[config.mk]
export PLATFORM = sky130hd
export DESIGN_NAME = iobuf_ctrl
export DESIGN_NICKNAME = d
export VERILOG_FILES = /design/src/rtl/iobuf_ctrl.sv
export SDC_FILE = /design/constraint.sdc
export NUM_CORES = 1
export LEC_CHECK = 0
export ABC_AREA = 1
export CAP_MARGIN = 15
export CORE_ASPECT_RATIO = 1.75
export CORE_UTILIZATION = 35
export CTS_BUF_LIST = sky130_fd_sc_hd__clkbuf_4
export CTS_CLUSTER_SIZE = 30
export DETAILED_ROUTE_END_ITERATION = 8
export MAX_ROUTING_LAYER = met4
export PLACE_DENSITY_LB_ADDON = 0.25
export SETUP_SLACK_MARGIN = 0.02
export SYNTH_ARGS = -nofsm -noshare
export SYNTH_HDL_FRONTEND = slang
export SYNTH_SLANG_ARGS = --single-unit
[constraint.sdc]
create_clock -name clk -period 1.5 [get_ports clk]
set_clock_uncertainty 0.05 [all_clocks]
set_input_delay 0.3 -clock clk [delete_from_list [all_inputs] [get_ports clk]]
set_output_delay 0.3 -clock clk [all_outputs]
set_load 0.02 [all_outputs]
[src/rtl/iobuf_ctrl.sv]
// iobuf_ctrl: half-duplex sequencer for a tristate bus built from iobuf cells.
// Turns a write stream and read requests into drive, release, turnaround and sample cycles.
module iobuf_ctrl #(
  parameter int WIDTH      = 16,
  parameter int RD_LATENCY = 2,
  parameter int TURNAROUND = 1
) (
  input  logic             clk,
  input  logic             rst_n,
  input  logic             wr_valid,
  input  logic [WIDTH-1:0] wr_data,
  output logic             wr_ready,
  input  logic             rd_req,
  output logic             rd_ready,
  output logic             rd_valid,
  output logic [WIDTH-1:0] rd_data,
  output logic             buf_en,
  output logic [WIDTH-1:0] buf_i,
  input  logic [WIDTH-1:0] buf_o,
  output logic             busy
);

  localparam int CNT_MAX = (RD_LATENCY > TURNAROUND) ? RD_LATENCY : TURNAROUND;
  localparam int CW      = $clog2(CNT_MAX + 1);
  localparam logic [CW-1:0] RD_LOAD   = CW'(RD_LATENCY - 1);
  localparam logic [CW-1:0] TURN_LOAD = CW'(TURNAROUND - 1);
  localparam logic [CW-1:0] CNT_ONE   = CW'(1);

  typedef enum logic [2:0] {
    IDLE,
    DRIVE,
    WAIT,
    CAPTURE,
    TURN
  } state_t;

  state_t           state_reg, state_next;
  logic [CW-1:0]    cnt_reg, cnt_next;
  logic             buf_en_reg, buf_en_next;
  logic [WIDTH-1:0] buf_i_reg, buf_i_next;
  logic             rd_valid_reg, rd_valid_next;
  logic [WIDTH-1:0] rd_data_reg, rd_data_next;

  always_ff @(posedge clk or negedge rst_n) begin
    if (!rst_n) begin
      state_reg    <= IDLE;
      cnt_reg      <= '0;
      buf_en_reg   <= 1'b1;
      buf_i_reg    <= '0;
      rd_valid_reg <= 1'b0;
      rd_data_reg  <= '0;
    end else begin
      state_reg    <= state_next;
      cnt_reg      <= cnt_next;
      buf_en_reg   <= buf_en_next;
      buf_i_reg    <= buf_i_next;
      rd_valid_reg <= rd_valid_next;
      rd_data_reg  <= rd_data_next;
    end
  end

  // buf_en_next defaults to released, so only a write accept can ever pull it low.
  always_comb begin
    state_next    = state_reg;
    cnt_next      = cnt_reg;
    buf_en_next   = 1'b1;
    buf_i_next    = buf_i_reg;
    rd_valid_next = 1'b0;
    rd_data_next  = rd_data_reg;
    wr_ready      = 1'b0;
    rd_ready      = 1'b0;
    case (state_reg)
      IDLE: begin
        wr_ready = 1'b1;
        rd_ready = !wr_valid;
        if (wr_valid) begin
          state_next  = DRIVE;
          buf_en_next = 1'b0;
          buf_i_next  = wr_data;
        end else if (rd_req) begin
          state_next = WAIT;
          cnt_next   = RD_LOAD;
        end
      end
      DRIVE: begin
        wr_ready = 1'b1;
        if (wr_valid) begin
          buf_en_next = 1'b0;
          buf_i_next  = wr_data;
        end else begin
          state_next = TURN;
          cnt_next   = TURN_LOAD;
        end
      end
      WAIT: begin
        // The pin is sampled on the edge leaving WAIT so rd_valid is high during CAPTURE.
        if (cnt_reg == '0) begin
          state_next    = CAPTURE;
          rd_data_next  = buf_o;
          rd_valid_next = 1'b1;
        end else begin
          cnt_next = cnt_reg - CNT_ONE;
        end
      end
      CAPTURE: begin
        state_next = TURN;
        cnt_next   = TURN_LOAD;
      end
      TURN: begin
        if (cnt_reg == '0) begin
          state_next = IDLE;
        end else begin
          cnt_next = cnt_reg - CNT_ONE;
        end
      end
      default: begin
        state_next = IDLE;
        cnt_next   = '0;
      end
    endcase
  end

  assign busy     = (state_reg != IDLE);
  assign buf_en   = buf_en_reg;
  assign buf_i    = buf_i_reg;
  assign rd_valid = rd_valid_reg;
  assign rd_data  = rd_data_reg;

endmodule
=== Yosys cells after proc, flatten, opt, wreduce, memory -nomap -nowiden ===
Cells that the tools add are included.

* Register bits after elaboration: 39
* Input bits: 36
* Output and inout bits: 37
* Logic and storage cells: 45

* Add/subtract/negate cells: 1
* Equality and inequality tests: 11
* Mux-type cells: 17
* Reduce and logical (&&, ||, !) cells: 10

{| class="wikitable"
|+ Operators with widths
! kind !! number
|-
| $mux 3 || 5
|-
| $pmux 3 s5 || 1
|-
| $ne 2x2->1 const B || 6
|-
| $mux 2 || 4
|-
| $reduce_and 4->1 || 2
|-
| $eq 3x2->1 const B || 2
|-
| $mux 1 || 6
|-
| $pmux 2 s3 || 1
|-
| $reduce_and 2->1 || 2
|-
| $reduce_or 2->1 || 2
|-
| $eq 3x1->1 const B || 1
|-
| $eq 3x3->1 const B || 1
|-
| $logic_not 3->1 || 1
|-
| $ne 3x3->1 const B || 1
|-
| $reduce_bool 3->1 || 1
|-
| $logic_not 2->1 || 1
|-
| $sub 2x1->2 const B || 1
|-
| $logic_not 1->1 || 1
|}

=== Longest topological paths before layout ===
Gate-level depths: netlist (run 1).

* Word-level depth: 4
* Mapped depth: 8
* Depth with buffers taken out: 8

=== Least setup slack after synthesis (run 1) ===
OpenSTA, ideal clock, no wires.

* Kind: reg-to-output
* From: register state_reg[2]
* To: output port rd_ready
* Arrival: 1.069 ns
* Data required time: 1.150 ns
* Slack: 0.081 ns
* Cell stages (with the launch flop): 4
* Path buffers: 0
* Path through: dfrtp_1 nor2_8 nand2_4 nor2_1

* Longest elaborated chain between the ends: 2

{| class="wikitable"
|+ RTL lines
! what !! line !! text
|-
| from (decl) || 37 || <nowiki>state_t state_reg, state_next;</nowiki>
|-
| from (signal assigned) || 53 || <nowiki>state_reg <= state_next;</nowiki>
|-
| $logic_not 3->1 || 72 || <nowiki>case (state_reg)</nowiki>
|-
| $mux 1 || 72 ||
|-
| to (decl) || 14 || <nowiki>output logic rd_ready,</nowiki>
|}

No other way between the ends.

=== Final worst setup path (run 1) ===
* From: register state_reg[0]
* To: output port busy

* Longest elaborated chain between the ends: 1

{| class="wikitable"
|+ RTL lines
! what !! line !! text
|-
| $reduce_bool 3->1 || 123 || <nowiki>assign busy = (state_reg != IDLE);</nowiki>
|-
| to (decl) || 20 || <nowiki>output logic busy</nowiki>
|}

No other way between the ends.

==> results of run 1 <==
## how the worst max path moves through the flow
stage / startpoint / to / slack [ns] / depth (start not counted)
2_1_floorplan: state_reg[2] / rd_ready / 0.08 / 3
3_3_place_gp: wr_valid / rd_ready / -0.27 / 3
3_5_place_dp: wr_valid / rd_ready / -0.28 / 3
4_1_cts: state_reg[0] / busy / -0.15 / 4
5_1_grt: state_reg[0] / busy / -0.18 / 4
6_report: state_reg[0] / busy / -0.12 / 4
## cell families after synthesis
| logic type | count (synthesis) | synth area share, % |
|---|---|---|
| AO/OA/AOI/OAI | 6 | 2.10 |
| buffers and inverters | 16 | 5.42 |
| flip-flops | 39 | 56.4 |
| adder cells (fa/ha/maj) | 1 | 0.722 |
| AND/OR/NAND/NOR | 131 | 35.3 |
## placed cells by master (no fill, tap or decap), types with 2 or more instances in the layout
master,netlist,routed
buf_2,3,2
inv_1,8,7
dlygate4sd2_1,0,32
nand2_1,94,92
nand3_1,23,23
o21ai_0,3,3
nor2_2,0,2
dfrtp_2,0,2
nand2_2,2,4
buf_6,1,5
nor2_1,5,3
dfrtp_1,38,36
clkinv_2,0,2
nand3_4,2,2
nand2_8,2,2
buf_4,1,11
clkdlybuf4s50_1,0,34
clkbuf_4,0,6
## per-layer routing
layer / vias to the layer above / GRT usage, %
li1: 782 / -
met1: 752 / 17.5
met2: 37 / 29.5
met3: 8 / 4.31
met4: 0 / 11.3
met5: - / -
## power by group through the flow
| stage | Sequential, mW | Combinational, mW | Clock [mW] |
|---|---|---|---|
| floorplan | 2.43 | 1.37 | 0 |
| global placement | 1.86 | 3.35 | 0 |
| detailed placement | 1.87 | 3.39 | 0 |
| CTS | 1.83 | 3.19 | 0.569 |
| global route | 1.88 | 3.49 | 0.603 |
| finish | 1.82 | 3.19 | 0.537 |
## synth_stat cells
cell and n:
nor2_8 1, a21oi_1 1, nand4_1 1, nand3_4 2
inv_2 1, buf_6 1, nand2_4 1, nand2_8 2
a21oi_2 1, o21ai_0 3, dfrtp_1 38, nand2_2 2
buf_12 1, dfstp_2 1, inv_4 1, ha_1 1
inv_1 8, nand2_1 94, buf_2 3, nand3_1 23
buf_4 1, nor2_1 5, o211ai_1 1
## area by class of cell
cell class	instances	area, µm²	share of cell area, %
timing repair buffer	87	810	30.8
sequential	39	980	37.3
tap	52	65.1	2.48
clock inverter	2	12.5	0.476
inverter	10	41.3	1.57
clock buffer	6	45.0	1.72
multi-input combinational	138	673	25.6
## metrics by stage
stage	total power, mW	cells
5_1_grt	5.97	334
3_5_place_dp	5.26	322
6_report	5.55	334
4_1_cts	5.59	334
2_1_floorplan	3.80	193
3_3_place_gp	5.21	322
## timing repair
| action | 4_1_cts | 5_1_grt |
|---|---|---|
| pin swaps | 4 | 1 |
| hold buffers | 1 | 0 |
| setup endpoints to repair | 37 | 27 |
| resized for setup | 60 | 7 |
| hold endpoints to repair | 26 | 0 |
| buffers inserted | 3 | 0 |
==> qor.csv, run 1 <==
stage,metric,value,unit
finish,area_delta_synth_final,51.7,%
power,p_seq_share,32.9,%
critical_path,start_kind,flop,
detailed_routing,drc,0,
detailed_routing,detail-route-antenna-nets,0,
critical_path,crit_type,reg2out,
detailed_routing,avgViaCountPerCell,4.73,
die,core_area,4710,µm²
critical_path,cp.required,1.15,ns
synth,synth_cell_types,23,
clock_network,cts_buffers,5,
critical_path,crit_chain,nor2_8 -> nand2_4 -> buf_6 -> buf_6,
finish,drive_gt1_share,16.7,%
detailed_routing,drtIter0Drc,16,
clock_network,cts_tree,built,
finish,fin_util,55.8,%
power,clkPwrFrac,9.7,%
grt,grt_pass1_vias,1468,
die,fp.dieW,55.2,µm
placed_design,place_area,2550,µm²
synth,synth.area.top_cells,"dfrtp_1, nand2_1, nand3_1",
die,rows,33,
power,switchingPower,2.48,mW
sta,maxSlewHeadroom,82.2,%
clock_network,clkSlewWorstSetupHoldPaths,0.11,ns
status,status,"complete, but fails checks",
detailed_routing,wl_met2,2220,µm
critical_path,critPathSlowestCell,dfrtp_2,
placed_design,port_buffers,72,
critical_path,crit_family,flip-flops,
critical_path,cpPeakStageDelay,0.47,ns
synth,yosysSeqAreaShare,56.4,%
placed_design,gp_routability_congestion,0.837,
detailed_routing,routedWlPerCell,12.1,µm
detailed_routing,drt-total-wl,4050,µm
critical_path,r2r_cells,7,
power,p_int,3.06,mW
synth,syn-instance-count,193,
synth,syn_area,1730,µm²
sta,period_needed,1.62,ns
finish,antennaDiodeCount,0,
sta,period_share,108,%
worst_hold_path,hold_path_class,in2async,
sta,layout_setup_ws,-0.124,ns
sta,drv_slew,0,
synth,synth_largest_area_cell,dfrtp_1,
critical_path,timing.reg2reg.setup_slack,0.11,ns
power,p_comb_share,57.4,%
sta,setup_viol,3,
sta,max_slew.worst_pin.slew,0.266,ns
clock_network,cts.sinks,39,
power,ir_worst_vdd,1.54,mV
grt,grt_max_degree,22,
grt,grt_usage,17.7,%
grt,grt_overflow,0,
clock_network,root_buffer,clkbuf_4,
clock_network,cts_max_level,2,
sta,holdWs,0.282,ns
clock_network,cts_max_path_buffers,2,
synth,syn-num-nets,230,
synth,synth_top_area_share,54.9,%
grt,antenna_found_initial,0,
critical_path,arrival,1.27,ns
detailed_routing,vias,1579,
die,io_pins,73,
sta,hold_violations,0,
synth,synth_warnings,0,
synth,synth.avg_cell_area,8.97,µm²
grt,grt_pass1_wl,6330,µm
die,dieArea,5240,µm²
critical_path,crit_top_cell,buf_6,
power,leakage,1.39,nW
detailed_routing,top_layer,met4,
finish,fin_nets,318,
sta,setup_tns,-0.295,ns
sta,fmax,616,MHz
critical_path,path_buf_inv,2,
critical_path,crit_fanout,3,
placed_design,post-place-ws,-0.278,ns
detailed_routing,first_pass_iters,4,
critical_path,worstReg2RegEnd,rd_data[2],
power,p_per_area,2110,nW/µm²
finish,fillers,467,
clock_network,clock_latency,0.35,ns
detailed_routing,wl_met1,1540,µm
run,cap_violations,0,
die,die_h,95.1,µm
power,p_sw_share,44.8,%
status,violations,setup timing,
sta,rsz0062_at_grt,true,
placed_design,dp_hpwl,3000,µm
detailed_routing,route.met3.wl,171,µm
critical_path,end_kind,output port,
finish,design_area,2630,µm²
die,initial_core_util,36.8,%
critical_path,rr_startpoint,state_reg[0],
synth,ys_seq_elements,39,
Power figures use the tool's default switching activity.
==> run 2, diff against run 1 <==
Settings changed: CORE_UTILIZATION 35 to 42, CTS_BUF_LIST sky130_fd_sc_hd__clkbuf_4 to sky130_fd_sc_hd__clkbuf_16, PLACE_DENSITY set to 0.79, PLACE_DENSITY_LB_ADDON 0.25 to unset.
==> run 2 against run 1 <==
Critical endpoint is now wr_ready. Cell area increased by 5.5%. The flow still finishes with violations (setup timing). Fmax increased by 4.9%. Wire length is 7.4% higher. Largest power group unchanged. Clock power grew 120%. Highest routed layer unchanged. Critical path depth increased by 1. Global-route usage grew 4.4 points. Clock-buffer cell count down 1. Sequential share of layout area shrank 2.0 points.
==> qor.csv, run 2 (synthesis results as in run 1) <==
stage,metric,value,unit,change
placed_design,gp_routability_congestion,0.893,,was 0.837
die,fp.dieW,50.5,µm,was 55.2 µm
clock_network,cts_max_level,2,,unchanged
clock_network,clock_latency,0.28,ns,was 0.35 ns
clock_network,root_buffer,clkbuf_16,,was clkbuf_4
critical_path,critPathSlowestCell,dfrtp_2,,unchanged
grt,antenna_found_initial,0,,unchanged
placed_design,dp_cells,317,,was 322
finish,antennaDiodeCount,0,,unchanged
sta,layout_setup_ws,-0.0480,ns,was -0.124 ns
critical_path,crit_cells,5,,was 4
clock_network,cts.sinks,39,,unchanged
detailed_routing,drt-total-wl,4350,µm,was 4050 µm
worst_hold_path,min_delay_path_depth,2,,
detailed_routing,vias,1591,,was 1579
detailed_routing,routedWlPerCell,13.1,µm,was 12.1 µm
finish,mostFrequentLayoutCell,nand2_1,,unchanged
critical_path,r2r_cells,8,,was 7
die,initial_core_util,44.4,%,was 36.8%
power,leakage,1.46,nW,was 1.39 nW
grt,grt_pass1_wl,7010,µm,was 6330 µm
grt,grt_pass1_vias,1568,,was 1468
finish,final_cell_mix,"nand2_1, dfrtp_1, clkdlybuf4s50_1",,unchanged
critical_path,cp-startpoint,state_reg[0],,unchanged
sta,max_slew.worst_pin.slew,0.437,ns,was 0.266 ns
status,violations,setup timing,,unchanged
finish,fillers,315,,was 467
critical_path,rr_startpoint,state_reg[0],,unchanged
placed_design,dp_hpwl,3060,µm,was 3000 µm
critical_path,crit_family,flip-flops,,unchanged
clock_network,clkSlewWorstSetupHoldPaths,0.05,ns,was 0.11 ns
worst_hold_path,hold_end,buf_i[15],,
detailed_routing,first_pass_iters,4,,unchanged
worst_hold_path,worstHoldStart,buf_i[15],,
critical_path,crit_top_cell,buf_6,,unchanged
finish,fin_nets,319,,was 318
sta,rsz0062_at_grt,true,,unchanged
die,core_area,3900,µm²,was 4710 µm²
grt,grt_max_degree,23,,was 22
sta,period_share,103,%,was 108%
critical_path,crit_chain,nor2_8 -> nand2_4 -> buf_6 -> nand2_8 -> buf_6,,was nor2_8 -> nand2_4 -> buf_6 -> buf_6
critical_path,worstReg2RegEnd,buf_i[2],,was rd_data[2]
grt,grt_usage,22.1,%,was 17.7%
status,status,"complete, but fails checks",,unchanged
grt,grt_overflow,0,,unchanged
power,ir_worst_vdd,1.43,mV,was 1.54 mV
critical_path,crit_type,reg2out,,unchanged
die,dieArea,4390,µm²,was 5240 µm²
sta,period_needed,1.55,ns,was 1.62 ns
detailed_routing,detail-route-antenna-nets,0,,unchanged
clock_network,cts_max_path_buffers,2,,unchanged
sta,drv_slew,0,,unchanged
sta,hold_violations,0,,unchanged
placed_design,port_buffers,72,,unchanged
detailed_routing,drtIter0Drc,43,,was 16
critical_path,timing.reg2reg.setup_slack,0.02,ns,was 0.11 ns
critical_path,crit_fanout,3,,unchanged
finish,area_delta_synth_final,60.0,%,was 51.7%
critical_path,cpPeakStageDelay,0.44,ns,was 0.47 ns
die,rows,30,,was 33
critical_path,end_kind,output port,,unchanged
power,finalPower,6.35,mW,was 5.55 mW
clock_network,cts_tree,built,,unchanged
critical_path,start_kind,flop,,unchanged
power,p_per_area,2290,nW/µm²,was 2110 nW/µm²
clock_network,cts_buffers,5,,unchanged
critical_path,path_buf_inv,2,,unchanged
worst_hold_path,hold_path_class,reg2reg,,was in2async
run,cap_violations,0,,unchanged
finish,stdcell_count,331,,was 334
finish,drive_gt1_share,17.7,%,was 16.7%
sta,fmax,646,MHz,was 616 MHz
sta,setup_viol,2,,was 3
detailed_routing,avgViaCountPerCell,4.81,,was 4.73
critical_path,cp.required,1.15,ns,about the same
critical_path,arrival,1.20,ns,was 1.27 ns
die,die_h,86.9,µm,was 95.1 µm
sta,maxSlewHeadroom,70.9,%,was 82.2%
die,io_pins,73,,unchanged
detailed_routing,drc,0,,unchanged
==> run 2: final cells by class <==
type,instances,area [µm²],share of cell area [%]
flip-flops and latches,39,980,35.3
clock inverters,3,43.8,1.58
inverters,10,41.3,1.49
clock buffers,5,125,4.51
repair buffers,88,830,29.9
multi-input cells,138,692,25.0
well taps,48,60.1,2.17
==> run 2: power by group <==
part | internal (mW) | total, mW | switching [mW]
combinational | 1.35 | 3.32 | 1.97
clock | 0.783 | 1.19 | 0.403
sequential | 1.57 | 1.84 | 0.270
total | 3.70 | 6.35 | 2.64
==> run 2: how the worst max path moves through the flow <==
stage	endpoint	slack, ns
global placement	rd_ready	-0.27
CTS	wr_ready	-0.05
detailed placement	rd_ready	-0.29
global route	wr_ready	-0.10
finish	wr_ready	-0.05
floorplan	rd_ready	0.08
==> run 2: per-layer routing <==
metal	wire length [µm]	share of wire (%)	vias up	GRT usage, %
met1	1610	37	743	22.8
met5	0	0	-	-
met4	174	4.0	0	11.1
met3	169	3.9	14	4.36
li1	-	-	788	-
met2	2400	55	46	39.0
==> run 2: repair_timing <==
action,4_1_cts,5_1_grt
hold buffers,1,0
buffers inserted,6,0
endpoints found under the hold margin,16,0
resized for setup,55,15
setup endpoints to repair,37,36
pin swaps,2,1
==> run 2: tightest hold or removal path: stages, from the launching register on <==
cell,delay (ns)
dfrtp_1,0.33
nand2_1,0.05
nand2_1,0.05
==> run 2: stage by stage <==
stage / setup slack [ns] / TNS, ns / instance area [µm²] / util (%) / hold WS [ns]
final: -0.0480 / -0.0600 / 2770 / 71.0 / 0.412
after floorplan: 0.0811 / 0 / 1730 / - / -0.0456
after global placement: -0.268 / -1.52 / 2540 / 65.1 / 0.209
after CTS: -0.0536 / -0.0730 / 2720 / 69.7 / 0.416
after detailed placement: -0.295 / -1.87 / 2540 / 65.1 / 0.215
after global routing: -0.100 / -1.29 / 2770 / 71.0 / 0.436
==> run 3, diff against run 2 <==
Settings changed: SETUP_SLACK_MARGIN 0.02 to 0.2.
==> run 3 against run 2 <==
Clock power down 17%. Combinational power rose by 9.0%. The run still ends with setup timing left. Non-clock buffer count rose by 2. Fmax grew 0.64%. Register-to-register slack better by 0.02 ns. Critical path depth is 1 lower. Critical path type unchanged. Sequential power rose by 3%.
==> qor.csv, run 3 (synthesis results as in run 1) <==
stage,metric,value,unit,change
status,status,"complete, but fails checks",,unchanged
status,violations,setup timing,,unchanged
power,ir_worst_vdd,1.56,mV,was 1.43 mV
sta,layout_setup_ws,-0.0381,ns,was -0.0480 ns
critical_path,r2r_cells,7,,was 8
die,dieArea,4390,µm²,unchanged
die,die_h,86.9,µm,unchanged
power,p_per_area,2300,nW/µm²,was 2290 nW/µm²
clock_network,clock_latency,0.27,ns,was 0.28 ns
detailed_routing,vias,1615,,was 1591
placed_design,dp_hpwl,3050,µm,was 3060 µm
finish,stdcell_count,334,,was 331
clock_network,cts_buffers,5,,unchanged
detailed_routing,first_pass_iters,4,,unchanged
critical_path,path_buf_inv,2,,unchanged
clock_network,cts.sinks,39,,unchanged
clock_network,cts_max_level,2,,unchanged
critical_path,cpPeakStageDelay,0.44,ns,about the same
critical_path,arrival,1.19,ns,was 1.20 ns
run,cap_violations,0,,unchanged
placed_design,port_buffers,72,,unchanged
power,leakage,1.43,nW,was 1.46 nW
critical_path,crit_family,flip-flops,,unchanged
clock_network,root_buffer,clkbuf_16,,unchanged
grt,grt_max_degree,40,,was 23
critical_path,worstSetupEndpoint,wr_ready,,unchanged
die,rows,30,,unchanged
placed_design,dp_cells,320,,was 317
finish,mostFrequentLayoutCell,nand2_1,,unchanged
grt,grt_usage,22.9,%,was 22.1%
detailed_routing,drc,0,,unchanged
detailed_routing,drt-total-wl,4540,µm,was 4350 µm
die,initial_core_util,44.4,%,unchanged
sta,hold_violations,0,,unchanged
placed_design,gp_routability_congestion,0.850,,was 0.893
sta,maxSlewHeadroom,83.8,%,was 70.9%
critical_path,end_kind,output port,,unchanged
sta,period_needed,1.54,ns,was 1.55 ns
critical_path,start_kind,flop,,unchanged
grt,grt_pass1_vias,1579,,was 1568
critical_path,timing.reg2reg.setup_slack,0.04,ns,was 0.02 ns
critical_path,worstReg2RegEnd,rd_data[13],,was buf_i[2]
clock_network,clkSlewWorstSetupHoldPaths,0.05,ns,about the same
critical_path,crit_cells,4,,was 5
sta,fmax,650,MHz,was 646 MHz
detailed_routing,avgViaCountPerCell,4.84,,was 4.81
critical_path,cp.required,1.15,ns,about the same
power,finalPower,6.49,mW,was 6.35 mW
die,fp.dieW,50.5,µm,unchanged
placed_design,post-place-ws,-0.325,ns,was -0.295 ns
clock_network,cts_tree,built,,unchanged
critical_path,crit_type,reg2out,,unchanged
finish,drive_gt1_share,30.1,%,was 17.7%
sta,drv_slew,0,,unchanged
worst_hold_path,hold_path_class,reg2reg,,unchanged
sta,period_share,103,%,about the same
sta,rsz0062_at_grt,true,,unchanged
critical_path,cp-startpoint,state_reg[0],,unchanged
finish,final_cell_mix,"nand2_1, dfrtp_1, clkdlybuf4s50_1",,unchanged
detailed_routing,drtIter0Drc,27,,was 43
sta,setup_viol,3,,was 2
grt,antenna_found_initial,0,,unchanged
finish,fin_nets,322,,was 319
finish,antennaDiodeCount,0,,unchanged
critical_path,crit_fanout,3,,unchanged
finish,area_delta_synth_final,62.9,%,was 60.0%
critical_path,critPathSlowestCell,dfrtp_2,,unchanged
grt,grt_overflow,0,,unchanged
critical_path,crit_chain,buf_4 -> nand3_4 -> nand2_8 -> buf_4,,was nor2_8 -> nand2_4 -> buf_6 -> nand2_8 -> buf_6
die,core_area,3900,µm²,unchanged
die,io_pins,73,,unchanged
critical_path,rr_startpoint,state_reg[0],,unchanged
critical_path,crit_top_cell,buf_4,,was buf_6
sta,max_slew.worst_pin.slew,0.242,ns,was 0.437 ns
detailed_routing,detail-route-antenna-nets,0,,unchanged
clock_network,cts_max_path_buffers,2,,unchanged
grt,grt_pass1_wl,7290,µm,was 7010 µm
detailed_routing,routedWlPerCell,13.6,µm,was 13.1 µm
-- run 3: worst min-delay path by stage --
| stage | from | end | slack, ns | depth (start not counted) |
|---|---|---|---|---|
| floorplan | rst_n | buf_i[0] | -0.05 | 0 |
| global placement | rst_n | rd_data[7] | 0.23 | 2 |
| detailed placement | rst_n | rd_data[7] | 0.24 | 2 |
| CTS | buf_i[5] | buf_i[5] | 0.42 | 2 |
| global route | buf_i[0] | buf_i[0] | 0.45 | 2 |
| finish | buf_i[5] | buf_i[5] | 0.42 | 2 |
-- run 3: report_power, final --
part | switching, mW | internal, mW
clock network | 0.385 | 0.600
registers | 0.316 | 1.57
logic | 2.08 | 1.54
total | 2.78 | 3.72
-- run 3: layout make-up --
type / instances / area, µm²
timing repair buffer: 90 / 848
inverter: 10 / 52.6
clock inverter: 3 / 12.5
tap: 48 / 60.1
multi-input combinational: 139 / 742
fill: 318 / 1080
clock buffer: 5 / 125
sequential: 39 / 980
-- run 3: layer usage --
metal / track usage, % / part of all wire [%] / vias to the layer above / wire (µm)
li1: - / - / 794 / -
met1: 25.3 / 37 / 771 / 1670
met2: 39.8 / 59 / 40 / 2660
met3: 3.49 / 2.5 / 10 / 113
met4: 10.4 / 2.1 / 0 / 96
met5: - / 0 / - / 0
-- run 3: repair_timing --
| item | 4_1_cts | 5_1_grt |
|---|---|---|
| pin swaps | 2 | 5 |
| hold endpoints to repair | 38 | 0 |
| gates cloned | 1 | 1 |
| hold buffers | 1 | 0 |
| buffers inserted | 2 | 1 |
| resized for setup | 122 | 27 |
| endpoints found under the setup margin | 75 | 60 |
-- run 3: worst reg2reg max path: stages (launching register included) --
cell,delay (ns)
dfrtp_2,0.44
nor2_8,0.15
buf_4,0.12
buf_6,0.11
nand3_4,0.15
buf_8,0.19
nand2_1,0.06
nand2_1,0.06
-- run 3: per-stage QoR --
stage                     hold slack (ns)  setup TNS (ns)  instance area, µm²  util, %
after CTS                           0.422          -0.121                2860     73.1
final                               0.416         -0.0969                2820     72.2
after global placement              0.232           -3.12                2590     66.4
after detailed placement            0.236           -3.09                2590     66.4
after global routing                0.447          -0.253                2820     72.2
after floorplan                   -0.0456               0                1770        -
